File: config.mk
export PLATFORM = sky130hd
export DESIGN_NAME = tx_frame_ctrl_flat
export DESIGN_NICKNAME = d
export VERILOG_FILES = /design/src/rtl/tx_frame_pkg.sv /design/src/rtl/tx_frame_if.sv /design/src/rtl/sync_fifo.sv /design/src/rtl/tx_frame_ctrl.sv /design/src/flat_wrapper.sv
export SDC_FILE = /design/constraint.sdc
export NUM_CORES = 1
export LEC_CHECK = 0
export ABC_AREA = 0
export CORE_AREA = 3 3 103 105
export DETAILED_ROUTE_END_ITERATION = 7
export DIE_AREA = 0 0 106 108
export GPL_TIMING_DRIVEN = 1
export PLACE_DENSITY = 0.64
export SLEW_MARGIN = 25
export SYNTH_ARGS = -nofsm -noshare
export SYNTH_HDL_FRONTEND = slang
export SYNTH_SLANG_ARGS = --single-unit
File: constraint.sdc
create_clock -name CLK -period 4.3 [get_ports CLK]
set_clock_uncertainty 0.1 [all_clocks]
set_input_delay 0.86 -clock CLK [delete_from_list [all_inputs] [get_ports CLK]]
set_output_delay 0.86 -clock CLK [all_outputs]
set_load 0.02 [all_outputs]
File: src/rtl/tx_frame_pkg.sv
// Shared definitions for the transmit frame controller: FSM state encoding,
// ALU function class decode and byte-count width helper.
package tx_frame_pkg;

   // FSM state encoding
   typedef logic [1:0] state_t;
   localparam state_t ST_IDLE      = 2'd0;
   localparam state_t ST_SEND      = 2'd1;
   localparam state_t ST_WAIT_ACK  = 2'd2;
   localparam state_t ST_WAIT_DONE = 2'd3;

   // ALU_FUN[3:2] value marking an arithmetic (full-width) result
   localparam logic [1:0] ALU_CLASS_ARITH = 2'b00;

   // Bits needed to hold a byte count in 0..alu_bytes
   function automatic int unsigned cnt_width(input int unsigned alu_bytes);
      return $clog2(alu_bytes + 1);
   endfunction

   function automatic logic is_arith(input logic [3:0] fun);
      return fun[3:2] == ALU_CLASS_ARITH;
   endfunction

endpackage

File: src/rtl/tx_frame_if.sv
// Bus bundle between the register file / ALU / UART transmitter and the
// transmit frame controller.
//   master : drives RdData/Rd_valid, ALU_out/ALU_out_valid/ALU_FUN, Busy
//   slave  : drives Tx_Data/Tx_Data_valid, Fifo_full, Drop
interface tx_frame_if #(
   parameter int unsigned WIDTH     = 8,
   parameter int unsigned ALU_BYTES = 2
);
   logic [WIDTH-1:0]           RdData;
   logic                       Rd_valid;
   logic [ALU_BYTES*WIDTH-1:0] ALU_out;
   logic                       ALU_out_valid;
   logic [3:0]                 ALU_FUN;
   logic                       Busy;
   logic [WIDTH-1:0]           Tx_Data;
   logic                       Tx_Data_valid;
   logic                       Fifo_full;
   logic                       Drop;

   modport master (
      output RdData, Rd_valid, ALU_out, ALU_out_valid, ALU_FUN, Busy,
      input  Tx_Data, Tx_Data_valid, Fifo_full, Drop
   );

   modport slave (
      input  RdData, Rd_valid, ALU_out, ALU_out_valid, ALU_FUN, Busy,
      output Tx_Data, Tx_Data_valid, Fifo_full, Drop
   );
endinterface

File: src/rtl/sync_fifo.sv
// Synchronous FIFO with wrap-bit pointers and registered full/empty flags.
//   clk, rst_n    : clock, async active-low reset
//   push, wdata   : write request (accepted if not full, or if popping too)
//   pop, rdata    : read request, head entry (valid while !empty)
//   full, empty   : registered occupancy flags
module sync_fifo #(
   parameter int unsigned WIDTH = 8,
   parameter int unsigned DEPTH = 4
) (
   input  logic             clk,
   input  logic             rst_n,
   input  logic             push,
   input  logic [WIDTH-1:0] wdata,
   input  logic             pop,
   output logic [WIDTH-1:0] rdata,
   output logic             full,
   output logic             empty
);
   localparam int unsigned AW = $clog2(DEPTH);
   localparam int unsigned PW = AW + 1;

   logic [PW-1:0]    wptr_q, rptr_q, wptr_d, rptr_d;
   logic [WIDTH-1:0] mem_q [DEPTH];
   logic             do_push, do_pop;

   // A pop frees a slot in the same cycle, so push-while-full is legal then
   assign do_pop  = pop && !empty;
   assign do_push = push && (!full || do_pop);
   assign wptr_d  = wptr_q + PW'(do_push);
   assign rptr_d  = rptr_q + PW'(do_pop);
   assign rdata   = mem_q[rptr_q[AW-1:0]];

   // Pointers and flags; flags computed from next pointers so they stay registered
   always_ff @(posedge clk or negedge rst_n) begin
      if (!rst_n) begin
         wptr_q <= '0;
         rptr_q <= '0;
         full   <= 1'b0;
         empty  <= 1'b1;
      end else begin
         wptr_q <= wptr_d;
         rptr_q <= rptr_d;
         full   <= (wptr_d[AW] != rptr_d[AW]) && (wptr_d[AW-1:0] == rptr_d[AW-1:0]);
         empty  <= (wptr_d == rptr_d);
      end
   end

   // Storage array
   always_ff @(posedge clk) begin
      if (do_push) mem_q[wptr_q[AW-1:0]] <= wdata;
   end
endmodule

File: src/rtl/tx_frame_ctrl.sv
// Transmit frame controller: queues register-read bytes and ALU results,
// then sends each request LSB byte first to the UART transmitter under the
// Busy handshake.
//   CLK, Reset : clock, async active-low reset
//   bus        : tx_frame_if slave (requests in, Tx byte stream and status out)
module tx_frame_ctrl
   import tx_frame_pkg::*;
#(
   parameter int unsigned WIDTH      = 8,
   parameter int unsigned ALU_BYTES  = 2,
   parameter int unsigned FIFO_DEPTH = 4
) (
   input logic       CLK,
   input logic       Reset,
   tx_frame_if.slave bus
);
   localparam int unsigned PW = ALU_BYTES * WIDTH;
   localparam int unsigned CW = cnt_width(ALU_BYTES);
   localparam int unsigned EW = PW + CW;

   state_t          state_q, state_d;
   logic [PW-1:0]   shift_q, shift_d;
   logic [CW-1:0]   remain_q, remain_d;
   logic [WIDTH-1:0] tx_data_q, tx_data_d;
   logic            tx_valid_q, tx_valid_d;
   logic            drop_q, drop_d;

   logic            push_req;
   logic [EW-1:0]   push_entry;
   logic            fifo_pop;
   logic [EW-1:0]   fifo_rdata;
   logic            fifo_full, fifo_empty;

   // Request classification; Rd wins when both strobes coincide
   always_comb begin
      push_req = bus.Rd_valid || bus.ALU_out_valid;
      if (bus.Rd_valid)
         push_entry = {CW'(1), PW'(bus.RdData)};
      else if (is_arith(bus.ALU_FUN))
         push_entry = {CW'(ALU_BYTES), bus.ALU_out};
      else
         push_entry = {CW'(1), bus.ALU_out};
   end

   // Discard on strobe collision, or on push into a full queue with no pop
   assign drop_d = (bus.Rd_valid && bus.ALU_out_valid) ||
                   (push_req && fifo_full && !fifo_pop);

   sync_fifo #(
      .WIDTH (EW),
      .DEPTH (FIFO_DEPTH)
   ) u_req_fifo (
      .clk   (CLK),
      .rst_n (Reset),
      .push  (push_req),
      .wdata (push_entry),
      .pop   (fifo_pop),
      .rdata (fifo_rdata),
      .full  (fifo_full),
      .empty (fifo_empty)
   );

   // Next-state and datapath decode
   always_comb begin
      state_d    = state_q;
      shift_d    = shift_q;
      remain_d   = remain_q;
      tx_data_d  = tx_data_q;
      tx_valid_d = 1'b0;
      fifo_pop   = 1'b0;
      case (state_q)
         ST_IDLE: begin
            if (!fifo_empty && !bus.Busy) begin
               fifo_pop = 1'b1;
               shift_d  = fifo_rdata[PW-1:0];
               remain_d = fifo_rdata[EW-1:PW];
               state_d  = ST_SEND;
            end
         end
         ST_SEND: begin
            tx_data_d  = shift_q[WIDTH-1:0];
            tx_valid_d = 1'b1;
            remain_d   = remain_q - CW'(1);
            shift_d    = shift_q >> WIDTH;
            state_d    = ST_WAIT_ACK;
         end
         ST_WAIT_ACK: begin
            if (bus.Busy) state_d = ST_WAIT_DONE;
         end
         ST_WAIT_DONE: begin
            if (!bus.Busy) state_d = (remain_q != '0) ? ST_SEND : ST_IDLE;
         end
         default: state_d = ST_IDLE;
      endcase
   end

   // State register
   always_ff @(posedge CLK or negedge Reset) begin
      if (!Reset) state_q <= ST_IDLE;
      else        state_q <= state_d;
   end

   // Datapath and output registers
   always_ff @(posedge CLK or negedge Reset) begin
      if (!Reset) begin
         shift_q    <= '0;
         remain_q   <= '0;
         tx_data_q  <= '0;
         tx_valid_q <= 1'b0;
         drop_q     <= 1'b0;
      end else begin
         shift_q    <= shift_d;
         remain_q   <= remain_d;
         tx_data_q  <= tx_data_d;
         tx_valid_q <= tx_valid_d;
         drop_q     <= drop_d;
      end
   end

   assign bus.Tx_Data       = tx_data_q;
   assign bus.Tx_Data_valid = tx_valid_q;
   assign bus.Fifo_full     = fifo_full;
   assign bus.Drop          = drop_q;
endmodule
File: src/flat_wrapper.sv
// flat-port wrapper written by rule: the top's interface ports become plain ports
module tx_frame_ctrl_flat import tx_frame_pkg::*;
#(
   parameter int unsigned WIDTH      = 8,
   parameter int unsigned ALU_BYTES  = 2,
   parameter int unsigned FIFO_DEPTH = 4
)
  (CLK, Reset, bus_RdData, bus_Rd_valid, bus_ALU_out, bus_ALU_out_valid, bus_ALU_FUN, bus_Busy, bus_Tx_Data, bus_Tx_Data_valid, bus_Fifo_full, bus_Drop);
  tx_frame_if #(.WIDTH(WIDTH), .ALU_BYTES(ALU_BYTES)) bus_i ();
  input logic CLK;
  input logic Reset;
  input wire logic [$bits(bus_i.RdData)-1:0] bus_RdData;
  input wire logic [$bits(bus_i.Rd_valid)-1:0] bus_Rd_valid;
  input wire logic [$bits(bus_i.ALU_out)-1:0] bus_ALU_out;
  input wire logic [$bits(bus_i.ALU_out_valid)-1:0] bus_ALU_out_valid;
  input wire logic [$bits(bus_i.ALU_FUN)-1:0] bus_ALU_FUN;
  input wire logic [$bits(bus_i.Busy)-1:0] bus_Busy;
  output wire logic [$bits(bus_i.Tx_Data)-1:0] bus_Tx_Data;
  output wire logic [$bits(bus_i.Tx_Data_valid)-1:0] bus_Tx_Data_valid;
  output wire logic [$bits(bus_i.Fifo_full)-1:0] bus_Fifo_full;
  output wire logic [$bits(bus_i.Drop)-1:0] bus_Drop;
  assign bus_i.RdData = bus_RdData;
  assign bus_i.Rd_valid = bus_Rd_valid;
  assign bus_i.ALU_out = bus_ALU_out;
  assign bus_i.ALU_out_valid = bus_ALU_out_valid;
  assign bus_i.ALU_FUN = bus_ALU_FUN;
  assign bus_i.Busy = bus_Busy;
  assign bus_Tx_Data = bus_i.Tx_Data;
  assign bus_Tx_Data_valid = bus_i.Tx_Data_valid;
  assign bus_Fifo_full = bus_i.Fifo_full;
  assign bus_Drop = bus_i.Drop;
  tx_frame_ctrl #(.WIDTH(WIDTH), .ALU_BYTES(ALU_BYTES), .FIFO_DEPTH(FIFO_DEPTH)) u_core (.CLK(CLK), .Reset(Reset), .bus(bus_i));
endmodule
==> reports/results.ini, run 1 <==
[global_route]
top_usage_layer=met2
grt_use_met3=0.02149
use_met2=0.2377
grt_pass1_wl_um=12410
antenna_found_initial=0
track_usage=0.1428
grt_max_degree=39
use_met1=0.1895
overflow=0
first_global_vias=2362

[floorplan]
row_count=36
die_x_um=106
ios=44
core_region_area_mm2=0.009729
die_h_um=108
die_area_mm2=0.01145
initial_core_util=0.4627

[yosys]
ys_types=35
syn_avg_cell_area_um2=18.15
synthCells=248
synth-edff-count=72
syn_area_mm2=0.004502
synth-seq-cells=110
synth_top_area_frac=0.4803
synthArstFlopShare=0.3455
yosys_warnings=0
yosys.area.top_type=edfxtp_1
synthTopCellsByArea=edfxtp_1 48%, dfrtp_1 21%, mux4_2 5.0%, mux4_1 4.7%, mux2_2 4.3%
synth_seq_area_share=0.6918
synth_ff_type=edfxtp_1
synth_fp_nets=291

[setup_path]
rr_startpoint=u_core.state_q[0]
worst-path-buf-inv=2
cpPeakStageDelay_ns=0.51
endpoint_kind=flop
slowest_stage=clkdlybuf4s50_1
worstPathArrival_ns=2.73
r2r-end=u_core.u_req_fifo.empty
reg2reg_depth=9
reg2reg_slack_ns=1.96
startpoint_type=input pin
critPathMaxFanout=14
critical_path.top_delay_family=buffers and inverters
cp_cell_sequence=clkdlybuf4s50_1 > nor3b_2 > buf_4 > ha_1 > ha_1 > xor2_1 > xor2_1 > nor2b_1
critical_path_class=input pin to flop
cp.required_ns=4.50

[sta]
min_period_ns=2.532
tns_ns=0
fmax_mhz=395.0
final-max-slew-violation-count=0
final-hold-violation-count=0
layout_worst_path_cycle_share=0.5888
tightest_slew_ns=0.9334
relSlewSlack=0.3761
setup_viol=0
rsz0062_at_grt=no

[cts]
clkSinkCount=110
numCtsBuffers=9
hold_buffers=0
postCtsSetupRepairBufs=0
cts_buffer_depth=2
post_cts_resized=0
cts_tree=built
cts_root_buf=clkbuf_8
h-tree-depth=3
clk_latency_ns=0.36
path_clk_slew_ns=0.10

[hold_path]
worstHoldPathCells=1
min_to=u_core.u_req_fifo.rptr_q[2]
hold_class=flop to flop
min_from=u_core.u_req_fifo.rptr_q[2]

[final_layout]
multi_input_area_mm2=0.001280
antenna_cells=0
drive_above_1_share=0.1894
fin_nets=339
area_growth_syn_to_layout_pct=16.68
filler_cell_count=842
regArea_mm2=0.003115
final_util=0.5399

[route]
ant_nets=0
drc=0
drt_iter0_markers=67
wl_per_cell_um=17.18
firstDrtPassIters=4
num_vias=2257
routed_wl_um=7456
viasPerCell=5.200

[power]
p_per_area_mw_per_mm2=671.4
p_leak_nw=1.931
peakVddDrop_uv=247.2

[place]
port_buffers=41
gp_congestion=0.7125
dpl.hpwl_um=4813

[run_status]
outcome=finished, final reports clean

[run]
cap_violations=0

state kept, by name, indices dropped and copies added (netlist names), 2 cells and up:
name and count:
u_core.bus.Tx_Data 8, u_core.u_req_fifo.wptr_q 3, u_core.shift_q 16, u_core.remain_q 2, u_core.u_req_fifo.mem_q 72, u_core.u_req_fifo.rptr_q 3
u_core.state_q 2
routing by layer:
| layer | part of all wire | wire [µm] |
|---|---|---|
| met1 | 0.45 | 3343 |
| met2 | 0.50 | 3712 |
| met3 | 0.037 | 278 |
| met4 | 0.016 | 122 |
| met5 | 0 | 0 |
cells in the final DEF (no fill, tap or decap), drive strengths merged, types with 10 or more instances in the layout:
| master | instances |
|---|---|
| edfxtp | 72 |
| dfrtp | 37 |
| nor3 | 10 |
| nor2b | 10 |
| mux2 | 17 |
| a21oi | 10 |
| mux4 | 18 |
| clkdlybuf4s50 | 40 |
| ha | 10 |
cell type report:
class / instances / share of cell area
Tap cell: 133 / 0.03168
Sequential cell: 110 / 0.5931
Multi-Input combinational cell: 118 / 0.2437
Clock buffer: 9 / 0.02358
Inverter: 9 / 0.006432
Timing Repair Buffer: 48 / 0.08718
Clock inverter: 7 / 0.01429
worst max-delay path by stage:
stage                     slack [ns]         startpoint                            end  cells past startpoint
after floorplan                 1.04           bus_Busy  u_core.u_req_fifo.mem_q[0][0]                      3
after global placement          1.44           bus_Busy        u_core.u_req_fifo.empty                      8
after detailed placement        1.41           bus_Busy        u_core.u_req_fifo.empty                      8
after CTS                       1.78  u_core.state_q[1]             u_core.remain_q[0]                      5
after global routing            1.64           bus_Busy        u_core.u_req_fifo.empty                      8
final                           1.77           bus_Busy        u_core.u_req_fifo.empty                      8
logic make-up after synthesis:
family / after synthesis / share of synthesized area
adder cells (fa/ha/maj): 11 / 0.03002
XOR/XNOR: 5 / 0.009729
multiplexers: 44 / 0.1593
buffers and inverters: 20 / 0.02557
AND/OR/NAND/NOR: 32 / 0.04364
AO/OA/AOI/OAI: 26 / 0.04002
flip-flops: 110 / 0.6918
cell usage after synthesis (2+ instances only):
cell	number
edfxtp_1	72
dfrtp_1	37
mux2_2	17
a21oi_1	10
ha_1	10
mux4_2	10
nor2b_1	10
nor3_1	10
inv_1	9
mux2i_1	9
a22o_1	8
mux4_1	8
buf_2	4
clkbuf_1	3
nor2_1	3
xnor2_1	3
and3b_1	2
buf_6	2
nand2_1	2
o211ai_1	2
o21ai_0	2
xor2_1	2
power by group:
part           total [mW]  leakage, nW  internal [mW]  switching (mW)
combinational        1.21        0.713          0.622           0.589
sequential           1.71         1.13           1.51           0.200
clock               0.610       0.0931          0.270           0.340
stage by stage:
step | hold slack [ns] | cells | instance area (µm²) | power [mW] | worst slack (ns)
6_report | 0.3790 | 434 | 5253 | 3.527 | 1.768
5_1_grt | 0.3941 | 434 | 5253 | 3.759 | 1.636
4_1_cts | 0.3762 | 434 | 5250 | 3.582 | 1.780
3_5_place_dp | 0.3605 | 418 | 5051 | 2.972 | 1.415
3_3_place_gp | 0.3585 | 418 | 5050 | 2.939 | 1.436
2_1_floorplan | 0.3457 | 248 | 4502 | 2.593 | 1.042
(Power assumes the default switching activity.)
==> run 2: changes to the inputs <==
--- a/config.mk
+++ b/config.mk
@@ -10,7 +10,7 @@
 export DETAILED_ROUTE_END_ITERATION = 7
 export DIE_AREA = 0 0 106 108
 export GPL_TIMING_DRIVEN = 1
-export PLACE_DENSITY = 0.64
+export PLACE_DENSITY = 0.66
 export SLEW_MARGIN = 25
 export SYNTH_ARGS = -nofsm -noshare
 export SYNTH_HDL_FRONTEND = slang
==> constraint.sdc (replaced) <==
create_clock -name CLK -period 2.15 [get_ports CLK]
set_clock_uncertainty 0.1 [all_clocks]
set_input_delay 0.43 -clock CLK [delete_from_list [all_inputs] [get_ports CLK]]
set_output_delay 0.43 -clock CLK [all_outputs]
set_load 0.02 [all_outputs]
==> reports/results.ini, run 2 (same netlist as run 1, synthesis figures left out) <==
[run_status]
outcome=complete, but fails checks
violations=negative hold slack

[cts]
cts_buffer_depth=2  ; unchanged
hold_buffers=0  ; unchanged
numCtsBuffers=9  ; unchanged
path_clk_slew_ns=0.11  ; about the same
cts_root_buf=clkbuf_8
clk_latency_ns=0.36  ; about the same
h-tree-depth=3  ; unchanged
cts_tree=built
clkSinkCount=110  ; unchanged

[route]
firstDrtPassIters=4  ; unchanged
viasPerCell=5.142  ; -1.1%
drt_iter0_markers=63  ; -6.0%
routed_wl_um=7739  ; +3.8%
num_vias=2324  ; +3.0%
drc=0  ; unchanged
wl_per_cell_um=17.12  ; -0.34%
ant_nets=0  ; unchanged

[power]
p_total_mw=7.537  ; +110%
peakVddDrop_uv=554.2  ; +120%
p_per_area_mw_per_mm2=1363  ; +100%
p_leak_nw=2.060  ; +6.7%

[setup_path]
startpoint_type=flop
critical_path_class=flop to flop
worstPathArrival_ns=2.23  ; -0.50 ns
critPathMaxFanout=4  ; -10
cp.required_ns=2.36  ; -2.14 ns
endpoint_kind=flop

[hold_path]
hold_class=input pin to async pin

[sta]
setup_viol=0  ; unchanged
layout_worst_path_cycle_share=0.9396
final-max-slew-violation-count=0  ; unchanged
tightest_slew_ns=0.6631  ; -0.2703 ns
fmax_mhz=495.0
min_period_ns=2.020
relSlewSlack=0.5563  ; +0.1802
final-hold-violation-count=4  ; +4
rsz0062_at_grt=yes
worst_hold_slack_ns=-0.005981  ; -0.3849 ns

[run]
cap_violations=0  ; unchanged

[final_layout]
final_util=0.5685  ; +0.02868
antenna_cells=0  ; unchanged
drive_above_1_share=0.2602  ; +0.07082
filler_cell_count=774  ; -8.1%
fin_nets=357  ; +5.3%
layout_commonest_cell=edfxtp_1
largest_reg_flops=72  ; unchanged
regArea_mm2=0.003114  ; about the same
multi_input_area_mm2=0.001354  ; +5.8%
area_growth_syn_to_layout_pct=22.87
final_cell_mix=72 x edfxtp_1, 40 x clkdlybuf4s50_1, 37 x dfrtp_1

[global_route]
grt_pass1_wl_um=12670  ; +2.1%
grt_max_degree=39  ; unchanged
first_global_vias=2402  ; +1.7%
overflow=0  ; unchanged
antenna_found_initial=0  ; unchanged
track_usage=0.1461  ; +0.003291

[place]
port_buffers=41  ; unchanged
dpl.hpwl_um=5078  ; +5.5%
gp_congestion=0.7345  ; +3.1%

[floorplan]
core_region_area_mm2=0.009729  ; unchanged
die_area_mm2=0.01145  ; unchanged
die_h_um=108  ; unchanged
initial_core_util=0.4627  ; unchanged
die_x_um=106  ; unchanged
ios=44  ; unchanged
row_count=36  ; unchanged

-- run 2: worst max-delay path, cell delays in order, from the launching register on --
cell     delay, ns
dfrtp_1       0.41
inv_2         0.08
ha_4          0.15
nor3b_4       0.24
o22a_1        0.18
ha_2          0.19
ha_4          0.15
xnor2_4       0.12
xor2_2        0.16
nor2b_2       0.16
-- run 2: path summary, 6_finish.rpt --
check                                        start                           to  slack [ns]  cells past startpoint
worst max register to register   u_core.state_q[0]      u_core.u_req_fifo.empty        0.13                      9
max in group asynchronous                    Reset  u_core.u_req_fifo.rptr_q[1]        1.60                      2
worst min-delay path                         Reset            u_core.state_q[1]      -0.006                      2
worst min register to register  u_core.shift_q[10]           u_core.shift_q[10]        0.42                      1
min in group CLK                u_core.shift_q[10]           u_core.shift_q[10]        0.42                      1
worst max-delay path             u_core.state_q[0]      u_core.u_req_fifo.empty        0.13                      9
-- run 2: final cells by class --
type | count | share of cell area
Multi-Input combinational cell | 118 | 0.2447
Clock inverter | 7 | 0.01515
Sequential cell | 110 | 0.5630
Timing Repair Buffer | 66 | 0.1185
Tap cell | 133 | 0.03008
Inverter | 9 | 0.006107
Clock buffer | 9 | 0.02239
-- run 2: through the flow --
step / cells / TNS (ns) / area, µm² / setup slack, ns
floorplan: 248 / -0.3043 / 4532 / -0.01691
global placement: 431 / -10.04 / 5235 / -0.2160
detailed placement: 431 / -9.830 / 5235 / -0.2426
CTS: 447 / 0 / 5450 / 0.01650
global route: 452 / -0.01236 / 5532 / -0.01236
finish: 452 / 0 / 5532 / 0.1300
-- run 2: timing repair --
item / CTS / global route
resized for setup: 1 / 7
endpoints found under the setup margin: 1 / 25
pin swaps: 0 / 3
gates cloned: 0 / 0
setup buffers: 0 / 5
-- run 2: power by group --
part           internal [mW]  switching [mW]  leakage [nW]
Combinational           1.59            1.42         0.829
Clock                  0.469           0.758         0.105
Sequential              3.01           0.289          1.13
-- run 2: layer usage --
layer  vias up  global-route usage  wire [µm]
met1      1176              0.2012       3643
met4         0             0.05273        115
met3         9             0.02448        209
li1       1099                   -          -
met2        40              0.2377       3771
met5         -                   0          0
